==> config.mk <==
export PLATFORM = sky130hd
export DESIGN_NAME = search_time_manager
export DESIGN_NICKNAME = d
export VERILOG_FILES = /design/src/rtl/tm_pkg.sv /design/src/rtl/seq_divider.sv /design/src/rtl/search_time_manager.sv
export SDC_FILE = /design/constraint.sdc
export NUM_CORES = 1
export LEC_CHECK = 0
export ABC_AREA = 1
export BUFFER_PORTS_ARGS = -buffer_cell sky130_fd_sc_hd__buf_2
export CORE_ASPECT_RATIO = 0.75
export CORE_MARGIN = 2
export CORE_UTILIZATION = 55
export DETAILED_ROUTE_END_ITERATION = 8
export MAX_ROUTING_LAYER = met4
export PLACE_DENSITY_LB_ADDON = 0.08
export SETUP_SLACK_MARGIN = 0.02
export SLEW_MARGIN = 10
export SYNTH_ARGS = -nofsm -noshare
export SYNTH_HDL_FRONTEND = slang
export SYNTH_HIERARCHICAL = 1
export SYNTH_SLANG_ARGS = --single-unit
==> constraint.sdc <==
create_clock -name clk_in -period 4.8 [get_ports clk_in]
set_input_delay 0.24 -clock clk_in [delete_from_list [all_inputs] [get_ports clk_in]]
set_output_delay 0.24 -clock clk_in [all_outputs]
set_load 0.02 [all_outputs]
==> src/rtl/tm_pkg.sv <==
// Shared types for the search time manager.
// Contents: mode and FSM state enums, default ms width and the ms_t alias.
package tm_pkg;
  localparam int TM_TIME_W = 32;

  typedef logic [TM_TIME_W-1:0] ms_t;

  typedef enum logic [1:0] {
    CLOCK    = 2'd0,
    MOVETIME = 2'd1,
    INFINITE = 2'd2,
    PONDER   = 2'd3
  } tm_mode_t;

  typedef enum logic [2:0] {
    S_IDLE,
    S_SELECT,
    S_DIV,
    S_CLAMP,
    S_RUN,
    S_HOLD,
    S_INF
  } tm_state_t;
endpackage

==> src/rtl/seq_divider.sv <==
// Restoring unsigned divider, one quotient bit per cycle, W cycles per divide.
// Ports:
//   clk_in, rst_n_in        clock, async active-low reset
//   start_in                load operands and begin (restarts a divide in flight)
//   dividend_in, divisor_in operands, sampled on start_in
//   busy_out                divide in progress
//   done_out                one-cycle pulse, quotient_out valid from this cycle
//   quotient_out            result, held until the next start
module seq_divider #(
  parameter int W = 32
) (
  input  logic         clk_in,
  input  logic         rst_n_in,
  input  logic         start_in,
  input  logic [W-1:0] dividend_in,
  input  logic [W-1:0] divisor_in,
  output logic         busy_out,
  output logic         done_out,
  output logic [W-1:0] quotient_out
);
  localparam int CW = $clog2(W) + 1;
  localparam logic [CW-1:0] LAST = CW'(W - 1);

  logic [W-1:0]  r_rem, r_quo, r_dvs;
  logic [CW-1:0] r_cnt;
  logic          r_busy, r_done;

  // The first bit is resolved in the start cycle straight from the inputs,
  // so W bits finish W cycles after start.
  logic [W-1:0] w_rem_in, w_quo_in, w_dvs;
  logic [W:0]   w_shift, w_diff;
  logic         w_ge;
  assign w_rem_in = start_in ? '0 : r_rem;
  assign w_quo_in = start_in ? dividend_in : r_quo;
  assign w_dvs    = start_in ? divisor_in : r_dvs;
  assign w_shift  = {w_rem_in, w_quo_in[W-1]};
  assign w_diff   = w_shift - {1'b0, w_dvs};
  // Remainder stays below the divisor, so the diff sign bit is exact.
  assign w_ge     = ~w_diff[W];

  always_ff @(posedge clk_in or negedge rst_n_in) begin
    if (!rst_n_in) begin
      r_rem  <= '0;
      r_quo  <= '0;
      r_dvs  <= '0;
      r_cnt  <= '0;
      r_busy <= 1'b0;
      r_done <= 1'b0;
    end else begin
      r_done <= 1'b0;
      if (start_in || r_busy) begin
        r_rem <= w_ge ? w_diff[W-1:0] : w_shift[W-1:0];
        r_quo <= {w_quo_in[W-2:0], w_ge};
        if (start_in) begin
          r_dvs  <= divisor_in;
          r_cnt  <= CW'(1);
          r_busy <= 1'b1;
        end else if (r_cnt == LAST) begin
          r_busy <= 1'b0;
          r_done <= 1'b1;
        end else begin
          r_cnt <= r_cnt + CW'(1);
        end
      end
    end
  end

  assign busy_out     = r_busy;
  assign done_out     = r_done;
  assign quotient_out = r_quo;
endmodule

==> src/rtl/search_time_manager.sv <==
// Per-search ms budget: computes a budget from UCI go fields, counts it down
// and pulses stop_out when the search must end.
// Ports:
//   clk_in, rst_n_in               clock, async active-low reset
//   go_in, stop_in, ponderhit_in   one-cycle UCI command pulses
//   mode_in, side_in               search mode, side to move (latched on go)
//   wtime/btime/winc/binc_in       signed ms clocks and increments
//   movestogo_in, movetime_in      moves to next control (0 = sudden death), fixed ms
//   busy_out, running_out          search active, ms countdown active
//   budget_ms_out, time_ms_out     computed budget, remaining ms
//   elapsed_ms_out                 ms since countdown start (saturating)
//   stop_out                       one-cycle pulse: end the search
module search_time_manager
  import tm_pkg::*;
#(
  parameter int CLOCK_FREQ   = 50_000_000,
  parameter int TIME_W       = TM_TIME_W,
  parameter int BUDGET_SHIFT = 3,
  parameter int OVERHEAD_MS  = 20,
  parameter int MIN_MS       = 1
) (
  input  logic              clk_in,
  input  logic              rst_n_in,
  input  logic              go_in,
  input  logic              stop_in,
  input  logic              ponderhit_in,
  input  logic [1:0]        mode_in,
  input  logic              side_in,
  input  logic [TIME_W-1:0] wtime_in,
  input  logic [TIME_W-1:0] btime_in,
  input  logic [TIME_W-1:0] winc_in,
  input  logic [TIME_W-1:0] binc_in,
  input  logic [7:0]        movestogo_in,
  input  logic [TIME_W-1:0] movetime_in,
  output logic              busy_out,
  output logic              running_out,
  output logic [TIME_W-1:0] budget_ms_out,
  output logic [TIME_W-1:0] time_ms_out,
  output logic [TIME_W-1:0] elapsed_ms_out,
  output logic              stop_out
);
  localparam int CYC_PER_MS = CLOCK_FREQ / 1000;
  localparam int PW = (CYC_PER_MS > 1) ? $clog2(CYC_PER_MS) : 1;
  localparam logic [PW-1:0]     PRESC_LAST = PW'(CYC_PER_MS - 1);
  localparam logic [TIME_W-1:0] OVH  = TIME_W'(OVERHEAD_MS);
  localparam logic [TIME_W-1:0] MINV = TIME_W'(MIN_MS);
  localparam logic [TIME_W-1:0] ONE  = TIME_W'(1);

  tm_state_t         r_state;
  tm_mode_t          r_mode;
  logic              r_side;
  logic [TIME_W-1:0] r_wtime, r_btime, r_winc, r_binc, r_movetime;
  logic [7:0]        r_mtg;
  logic [TIME_W-1:0] r_time, r_inc, r_base;
  logic [PW-1:0]     r_presc;
  logic [TIME_W-1:0] r_budget, r_time_ms, r_elapsed;
  logic              r_running, r_stop;

  // Own clock and increment, negatives floored to zero.
  logic [TIME_W-1:0] w_own_time, w_own_inc, w_time_sel, w_inc_sel;
  assign w_own_time = r_side ? r_btime : r_wtime;
  assign w_own_inc  = r_side ? r_binc  : r_winc;
  assign w_time_sel = w_own_time[TIME_W-1] ? '0 : w_own_time;
  assign w_inc_sel  = w_own_inc[TIME_W-1]  ? '0 : w_own_inc;

  logic w_need_div;
  assign w_need_div = ((r_mode == CLOCK) || (r_mode == PONDER)) && (r_mtg != 8'd0);

  logic              w_div_start, w_div_busy, w_div_done;
  logic [TIME_W-1:0] w_quo;
  assign w_div_start = (r_state == S_SELECT) && w_need_div;

  seq_divider #(.W(TIME_W)) u_div (
    .clk_in      (clk_in),
    .rst_n_in    (rst_n_in),
    .start_in    (w_div_start),
    .dividend_in (w_time_sel),
    .divisor_in  ({{(TIME_W-8){1'b0}}, r_mtg}),
    .busy_out    (w_div_busy),
    .done_out    (w_div_done),
    .quotient_out(w_quo)
  );

  // Clock-mode budget: base + inc (saturating), capped by own clock minus
  // the safety margin, floored at MIN_MS.
  logic [TIME_W:0]   w_sum;
  logic [TIME_W-1:0] w_sat, w_cap, w_lim, w_clk_budget, w_mt_budget;
  assign w_sum        = {1'b0, r_base} + {1'b0, r_inc};
  assign w_sat        = w_sum[TIME_W] ? '1 : w_sum[TIME_W-1:0];
  assign w_cap        = (r_time > OVH) ? (r_time - OVH) : '0;
  assign w_lim        = (w_sat < w_cap) ? w_sat : w_cap;
  assign w_clk_budget = (w_lim < MINV) ? MINV : w_lim;
  assign w_mt_budget  = (r_movetime < MINV) ? MINV : r_movetime;

  logic              w_wrap;
  logic [TIME_W-1:0] w_elapsed_nx;
  assign w_wrap       = (r_presc == PRESC_LAST);
  assign w_elapsed_nx = (&r_elapsed) ? r_elapsed : (r_elapsed + ONE);

  always_ff @(posedge clk_in or negedge rst_n_in) begin
    if (!rst_n_in) begin
      r_state    <= S_IDLE;
      r_mode     <= CLOCK;
      r_side     <= 1'b0;
      r_wtime    <= '0;
      r_btime    <= '0;
      r_winc     <= '0;
      r_binc     <= '0;
      r_movetime <= '0;
      r_mtg      <= '0;
      r_time     <= '0;
      r_inc      <= '0;
      r_base     <= '0;
      r_presc    <= '0;
      r_budget   <= '0;
      r_time_ms  <= '0;
      r_elapsed  <= '0;
      r_running  <= 1'b0;
      r_stop     <= 1'b0;
    end else begin
      r_stop <= 1'b0;
      if (go_in) begin
        // A new go silently replaces any search in flight.
        r_mode     <= tm_mode_t'(mode_in);
        r_side     <= side_in;
        r_wtime    <= wtime_in;
        r_btime    <= btime_in;
        r_winc     <= winc_in;
        r_binc     <= binc_in;
        r_movetime <= movetime_in;
        r_mtg      <= movestogo_in;
        r_running  <= 1'b0;
        r_state    <= S_SELECT;
      end else if (stop_in && (r_state != S_IDLE)) begin
        r_stop    <= 1'b1;
        r_running <= 1'b0;
        r_state   <= S_IDLE;
      end else begin
        case (r_state)
          S_SELECT: begin
            r_time  <= w_time_sel;
            r_inc   <= w_inc_sel;
            r_base  <= w_time_sel >> BUDGET_SHIFT;
            r_state <= w_need_div ? S_DIV : S_CLAMP;
          end
          S_DIV: begin
            if (w_div_done) begin
              r_base  <= w_quo;
              r_state <= S_CLAMP;
            end else if (!w_div_busy) begin
              r_state <= S_SELECT;  // divider lost its job: reissue
            end
          end
          S_CLAMP: begin
            r_presc   <= '0;
            r_elapsed <= '0;
            case (r_mode)
              MOVETIME: begin
                r_budget  <= w_mt_budget;
                r_time_ms <= w_mt_budget;
                r_running <= 1'b1;
                r_state   <= S_RUN;
              end
              PONDER: begin
                r_budget  <= w_clk_budget;
                r_time_ms <= w_clk_budget;
                r_state   <= S_HOLD;
              end
              INFINITE: begin
                r_budget  <= '1;
                r_time_ms <= '1;
                r_state   <= S_INF;
              end
              default: begin
                r_budget  <= w_clk_budget;
                r_time_ms <= w_clk_budget;
                r_running <= 1'b1;
                r_state   <= S_RUN;
              end
            endcase
          end
          S_RUN: begin
            if (w_wrap) begin
              r_presc   <= '0;
              r_time_ms <= r_time_ms - ONE;
              r_elapsed <= w_elapsed_nx;
              if (r_time_ms == ONE) begin
                r_stop    <= 1'b1;
                r_running <= 1'b0;
                r_state   <= S_IDLE;
              end
            end else begin
              r_presc <= r_presc + PW'(1);
            end
          end
          S_HOLD: begin
            if (ponderhit_in) begin
              r_presc   <= '0;
              r_running <= 1'b1;
              r_state   <= S_RUN;
            end
          end
          S_INF: begin
            if (w_wrap) begin
              r_presc   <= '0;
              r_elapsed <= w_elapsed_nx;
            end else begin
              r_presc <= r_presc + PW'(1);
            end
          end
          default: r_state <= S_IDLE;
        endcase
      end
    end
  end

  assign busy_out       = (r_state != S_IDLE);
  assign running_out    = r_running;
  assign budget_ms_out  = r_budget;
  assign time_ms_out    = r_time_ms;
  assign elapsed_ms_out = r_elapsed;
  assign stop_out       = r_stop;
endmodule

=== Word level (Yosys, flattened, before mapping) ===
Index checks and enable logic that the tools add are counted.
Widths: inputs -> output; s select.

* Latch bits: 0
* Output and inout port bits: 99
* RAM bits: 0
* Logic and storage cells: 142
* ROM bits: 0
* Memories kept: 0
* Input port bits: 176
* Register bits after elaboration: 488

* Reduce and logical (&&, ||, !) cells: 27
* Equal/unequal tests: 24
* Bitwise gates (word level): 3
* Muxes and demuxes: 53
* $lt $le $gt $ge: 4
* Add/subtract/negate cells: 7
* $mul: 0
* Shift operators: 0
* Divide/modulo/power cells: 0

{| class="wikitable"
|+ Operator list
! operator !! count
|-
| $mux 32 || 15
|-
| $pmux 32 s2 || 4
|-
| $lt 32x1->1 const B || 2
|-
| $mux 31 || 2
|-
| $pmux 16 s3 || 1
|-
| $add 32x32->33 || 1
|-
| $sub 33x32->33 || 1
|-
| $add 32x1->32 const B || 1
|-
| $eq 32x1->1 const B || 1
|-
| $gt 32x5->1 const B || 1
|-
| $lt 32x32->1 || 1
|-
| $mux 16 || 2
|-
| $reduce_and 32->1 || 1
|-
| $sub 32x1->32 const B || 1
|-
| $sub 32x5->32 const B || 1
|-
| $mux 3 || 7
|-
| $pmux 3 s6 || 1
|-
| $mux 1 || 17
|-
| $add 16x1->16 const B || 1
|-
| $eq 16x16->1 const B || 1
|-
| $ne 4x4->1 const B || 4
|-
| $reduce_and 5->1 || 3
|-
| $mux 6 || 2
|-
| $reduce_and 4->1 || 3
|-
| 24 further kinds || 44
|}

=== Logic depth before layout (Yosys ltp) ===
* Depth in word-level cells: 8
* Gate-level depth with buffers: 36
* Mapped depth without buffers: 35

=== Hierarchy ===
Netlist, hierarchy kept.

{| class="wikitable"
|+ Modules (own cells, without submodules)
! module !! area each (um2) !! times used !! sequential area each (um2) !! cells each
|-
| search_time_manager || 21,914.8 || 1 || 9,559.2 || 3,042
|-
| seq_divider || 7,480.9 || 1 || 2,602.5 || 1,135
|}

=== Worst setup path after synthesis ===
OpenSTA, ideal clock, no wires.

* Kind: register to register
* Start: register r_inc[0]
* End: register r_time_ms[0] (netlist: time_ms_out[0])
* Data arrival time: 4.618 ns
* Library setup time: 0.073 ns
* Required time: 4.727 ns
* Slack: 0.109 ns
* Clock period less this slack: 4.691 ns
* Path buffers: 3
* Cell stages (with the launch flop): 33
* Cell sequence: dfrtp_1 -> ha_1 -> fa_1 -> nand2_1 -> nand2_1 -> nand3_1 -> nand2_1 -> nand2_1 -> nand2_1 -> nand2_1 -> nand2_1 -> clkbuf_1 -> nor3_1 -> inv_1 -> ha_1 -> a21oi_1 -> nor2_1 -> a211oi_1 -> nor2_1 -> or4_1 -> a21oi_2 -> buf_2 -> buf_4 -> nand3b_1 -> nand2_1 -> nand2_1 -> nor2_1 -> nand2_1 -> nor2_1 -> nand2_1 -> nand2_2 -> nand3_2 -> a21oi_2

* Word-level cells in the longest chain between the ends: 8

{| class="wikitable"
|+ RTL lines
! what !! line !! RTL
|-
| start: declaration || search_time_manager.sv:54 || <nowiki>logic [TIME_W-1:0] r_time, r_inc, r_base;</nowiki>
|-
| start signal: assignment || search_time_manager.sv:142 || <nowiki>r_inc <= w_inc_sel;</nowiki>
|-
| $add 32x32->33 (*) || search_time_manager.sv:88 || <nowiki>assign w_sum = {1'b0, r_base} + {1'b0, r_inc};</nowiki>
|-
| $mux 32 (*) || search_time_manager.sv:89 || <nowiki>assign w_sat = w_sum[TIME_W] ? '1 : w_sum[TIME_W-1:0];</nowiki>
|-
| $lt 32x32->1 || search_time_manager.sv:91 || <nowiki>assign w_lim = (w_sat < w_cap) ? w_sat : w_cap;</nowiki>
|-
| $mux 32 (*) || search_time_manager.sv:91 ||
|-
| $lt 32x1->1 || search_time_manager.sv:92 || <nowiki>assign w_clk_budget = (w_lim < MINV) ? MINV : w_lim;</nowiki>
|-
| $mux 32 (*) || search_time_manager.sv:92 ||
|-
| $pmux 32 s2 (*) || search_time_manager.sv:157 || <nowiki>case (r_mode)</nowiki>
|-
| $pmux 32 s2 (*) || search_time_manager.sv:139 || <nowiki>case (r_state)</nowiki>
|-
| end signal: assignment || search_time_manager.sv:160 || <nowiki>r_time_ms <= w_mt_budget;</nowiki>
|-
| end signal: assignment || search_time_manager.sv:166 || <nowiki>r_time_ms <= w_clk_budget;</nowiki>
|-
| end signal: assignment || search_time_manager.sv:176 || <nowiki>r_time_ms <= w_clk_budget;</nowiki>
|-
| end: declaration || search_time_manager.sv:56 || <nowiki>logic [TIME_W-1:0] r_budget, r_time_ms, r_elapsed;</nowiki>
|}

Every way passes the cells marked *; elsewhere a longest branch is shown, timed or not.
A chain may end at the register's enable or synchronous reset.

=== Worst setup path after layout ===
* Start: register r_base[13]
* End: register r_time_ms[0] (netlist: time_ms_out[0])

* Word-level cells in the longest chain between the ends: 8

{| class="wikitable"
|+ RTL lines
! what !! line !! RTL
|-
| start: declaration || search_time_manager.sv:54 ||
|-
| start signal: assignment || search_time_manager.sv:143 || <nowiki>r_base <= w_time_sel >> BUDGET_SHIFT;</nowiki>
|-
| start signal: assignment || search_time_manager.sv:148 || <nowiki>r_base <= w_quo;</nowiki>
|-
| $add 32x32->33 (*) || search_time_manager.sv:88 ||
|-
| $mux 32 (*) || search_time_manager.sv:89 ||
|-
| $lt 32x32->1 || search_time_manager.sv:91 ||
|-
| $mux 32 (*) || search_time_manager.sv:91 ||
|-
| $lt 32x1->1 || search_time_manager.sv:92 ||
|-
| $mux 32 (*) || search_time_manager.sv:92 ||
|-
| $pmux 32 s2 (*) || search_time_manager.sv:157 ||
|-
| $pmux 32 s2 (*) || search_time_manager.sv:139 ||
|}

Marked as above.

==> results.toml <==
[floorplan]
core-area_um2 = 52880
row_count = 73
io_pins = 275
initial_core_util_pct = 55.58
fp.dieW_um = 271.0
fp.dieH_um = 204.2
die_area_um2 = 55330

[yosys]
synthFlopType = "dfrtp_1"
synth_common_cells = "1462 x nand2_1, 527 x inv_1, 486 x dfrtp_1"
yosys_warnings = 6
yosys_register_bits = 486
yosysUniqueCellTypes = 66
synth_top_cells_by_area = "dfrtp_1 41%, nand2_1 19%, inv_1 6.7%"
synth-edff-count = 0
synth_top_area_share_pct = 41.37
avgSynthCellArea_um2 = 7.038
syn-cell-area_um2 = 29400
yosysSeqAreaShare_pct = 41.37
yosysMostFrequentCell = "nand2_1"
synthCells = 4177
synth_top_cell_by_area = "dfrtp_1"
ys_async_sr_fraction_pct = 100.0

[sta]
fin_crit_sh_pct = 100.8
worstMarginPinSlew_ns = 1.021
slew_headroom_pct = 31.66
slew_violations = 0
fmaxAchievable_mhz = 206.8
fin_worst_skew_ns = 0.02631
hold_viol = 0
period_minus_slack_ns = 4.837
rsz0062_at_grt = "true"
setup_viol = 1
fin_ws_ns = -0.03668

[layout]
area_growth_pct = 27.41
postLayoutCoreUtil_pct = 70.82
drive_above_1_share_pct = 17.52
multi_input_area_um2 = 15220
postLayoutCellArea_um2 = 37450
seq_area_um2 = 12170
fill_cells = 4408
instances_no_fill = 5573
nets = 5106

[worst_hold_path]
min-delay-path-class = "in2reg"

[worst_setup_path]
required_ns = 5.34
crit_slowest_cell = "dfrtp_2"
r2r_setup_slack_ns = -0.04
critical_path_class = "reg2reg"
arrival_ns = 5.38
critPathMaxFanout = 5
slowest_delay_ns = 0.50
cp_common_cell = "nand2_1"
worstSetupEndpointType = "flip-flop"
critPathLaunchType = "flip-flop"

[power_and_ir_drop]
ir_drop_mv = 0.5956
leakage_nw = 19.54
p_total_mw = 25.86
internal_power_mw = 14.09
clkPwrFrac_pct = 15.1
pwr-share-comb_pct = 60.9
switching_power_mw = 11.78
p_seq_share_pct = 24.0
pwr_density_cell_nw_per_um2 = 690.5
power.share.switching_pct = 45.53

[route]
dr.pass1.iters = 6
via_count = 29590
viasPerCell = 5.309
routed_wl_mm = 95.70
drc = 0
ant_nets = 0
avgRoutedWirePerCell_um = 17.17
drt_iter0_drc = 2923

[run_status]
run_status = "finished, violations left"
failed_checks = "negative setup slack"

[placement]
placed_area_um2 = 32980
hpwl_mm = 67.62
io_buffers = 274
post-place-ws_ns = -0.3273
numPlacedInstances = 5263
routabilityCongestion = 0.9938

[global_route]
grt_max_degree = 116
grt_pass1_wl_mm = 151.6
grt.overflow.total = 0
grt_pass1_vias = 27810
grt.total_usage_pct = 35.35
antenna_found_initial = 3

[clock_network]
root_buffer = "clkbuf_16"
cts_sinks = 486
ctsLongestPathBuffers = 3
clock_latency_ns = 0.62
path_clk_slew_ns = 0.07
numCtsBuffers = 48
tritoncts = "yes"
cts-htree-levels = 2

[job]
drv_cap = 0
-- critical path, delay by kind of cell (launching register included) --
kind / cells / cell delay [ns]
AO/OA/AOI/OAI: 5 / 0.75
AND/OR/NAND/NOR: 18 / 2.23
adder cells (fa/ha/maj): 2 / 0.52
buffers and inverters: 8 / 0.76
flip-flops: 1 / 0.50
-- registers in the layout, indices dropped and copies added, names as in the netlist, 32 cells and up --
signal              count
budget_ms_out          32
elapsed_ms_out         32
r_base                 32
r_binc                 32
r_btime                32
r_movetime             32
r_winc                 32
r_wtime                32
time_ms_out            32
u_div/quotient_out     32
u_div/r_dvs            32
u_div/r_rem            32
-- layout by cell type (no fill, tap or decap), types with 9 or more instances in the layout --
master         count
nand2_1         1443
inv_1            523
dfrtp_1          480
o21ai_0          300
nor2_1           297
buf_2            272
buf_4            251
dlygate4sd3_1    193
a21oi_1          152
nand3_1          143
ha_1              83
clkbuf_16         48
a31oi_1           42
or2_2             39
nand2_2           38
o211ai_1          38
nor3_1            37
xor2_1            36
o21ai_1           34
o221ai_1          31
nand4_1           30
nor2_2            26
conb_1            25
ha_4              20
nor4_1            19
nand3_2           18
inv_2             17
o21ai_2           13
a21oi_2           13
clkbuf_1          13
xnor2_1           11
clkinv_2          10
nand3b_1          10
nor2_4             9
o22ai_1            9
buf_6              9
buf_12             9
-- cell families (layout without fill, tap and decap cells) --
group,after synthesis,after routing,share of synthesized area [%]
multiplexers,4,4,0.1362
other,1,28,0.01276
AO/OA/AOI/OAI,678,678,12.98
AND/OR/NAND/NOR,2141,2141,29.99
buffers and inverters,713,1370,9.500
adder cells (fa/ha/maj),107,107,4.605
XOR/XNOR,47,47,1.400
flip-flops,486,486,41.37
-- layer usage --
metal | up-vias | global-route usage [%] | part of all wire (%)
met5 | - | - | 0
met4 | 0 | 6.334 | 1.5
met3 | 99 | 4.077 | 7.6
met2 | 1029 | 51.17 | 43
met1 | 13920 | 53.83 | 48
li1 | 14550 | - | -
-- final cells by class --
class	count	share of cell area, %
Clock inverter	17	0.6414
Antenna cell	3	0.02004
Tap cell	712	2.379
Inverter	547	5.492
Timing Repair Buffer	738	14.74
Sequential cell	486	32.50
Multi-Input combinational cell	3002	40.64
Clock buffer	68	3.595
-- final timing paths --
kind	cells after the start	start	end
max in group asynchronous	3	rst_n_in	r_inc[18]
setup / recovery	33	r_base[13]	time_ms_out[0]
setup reg to reg	33	r_base[13]	time_ms_out[0]
hold / removal	3	go_in	r_binc[1]
min in group asynchronous	2	rst_n_in	r_btime[6]
hold reg to reg	2	u_div/r_dvs[0]	u_div/r_dvs[0]
-- power groups by stage --
stage | clock network (mW) | registers (mW) | logic (mW)
6_report | 3.90 | 6.22 | 15.8
5_1_grt | 4.10 | 6.32 | 17.5
4_1_cts | 3.92 | 6.11 | 14.7
3_5_place_dp | 0 | 6.16 | 14.0
3_3_place_gp | 0 | 6.14 | 13.9
2_1_floorplan | 0 | 6.19 | 8.43
-- through the flow --
| stage | TNS, ns | hold slack (ns) |
|---|---|---|
| after CTS | -0.1020 | 0.003828 |
| after detailed placement | -8.066 | 0.3194 |
| after floorplan | 0 | -0.05559 |
| after global placement | -5.147 | 0.3095 |
| after global routing | -2.785 | 0.02545 |
| final | -0.03668 | 0.02636 |
-- timing repair --
action,CTS,global route
hold endpoints to repair,259,0
pin swaps,13,50
hold buffers,193,0
gates resized for setup,38,144
setup endpoints to repair,64,64
buffers inserted,12,17
gates cloned,0,0
(Power assumes the default switching activity.)
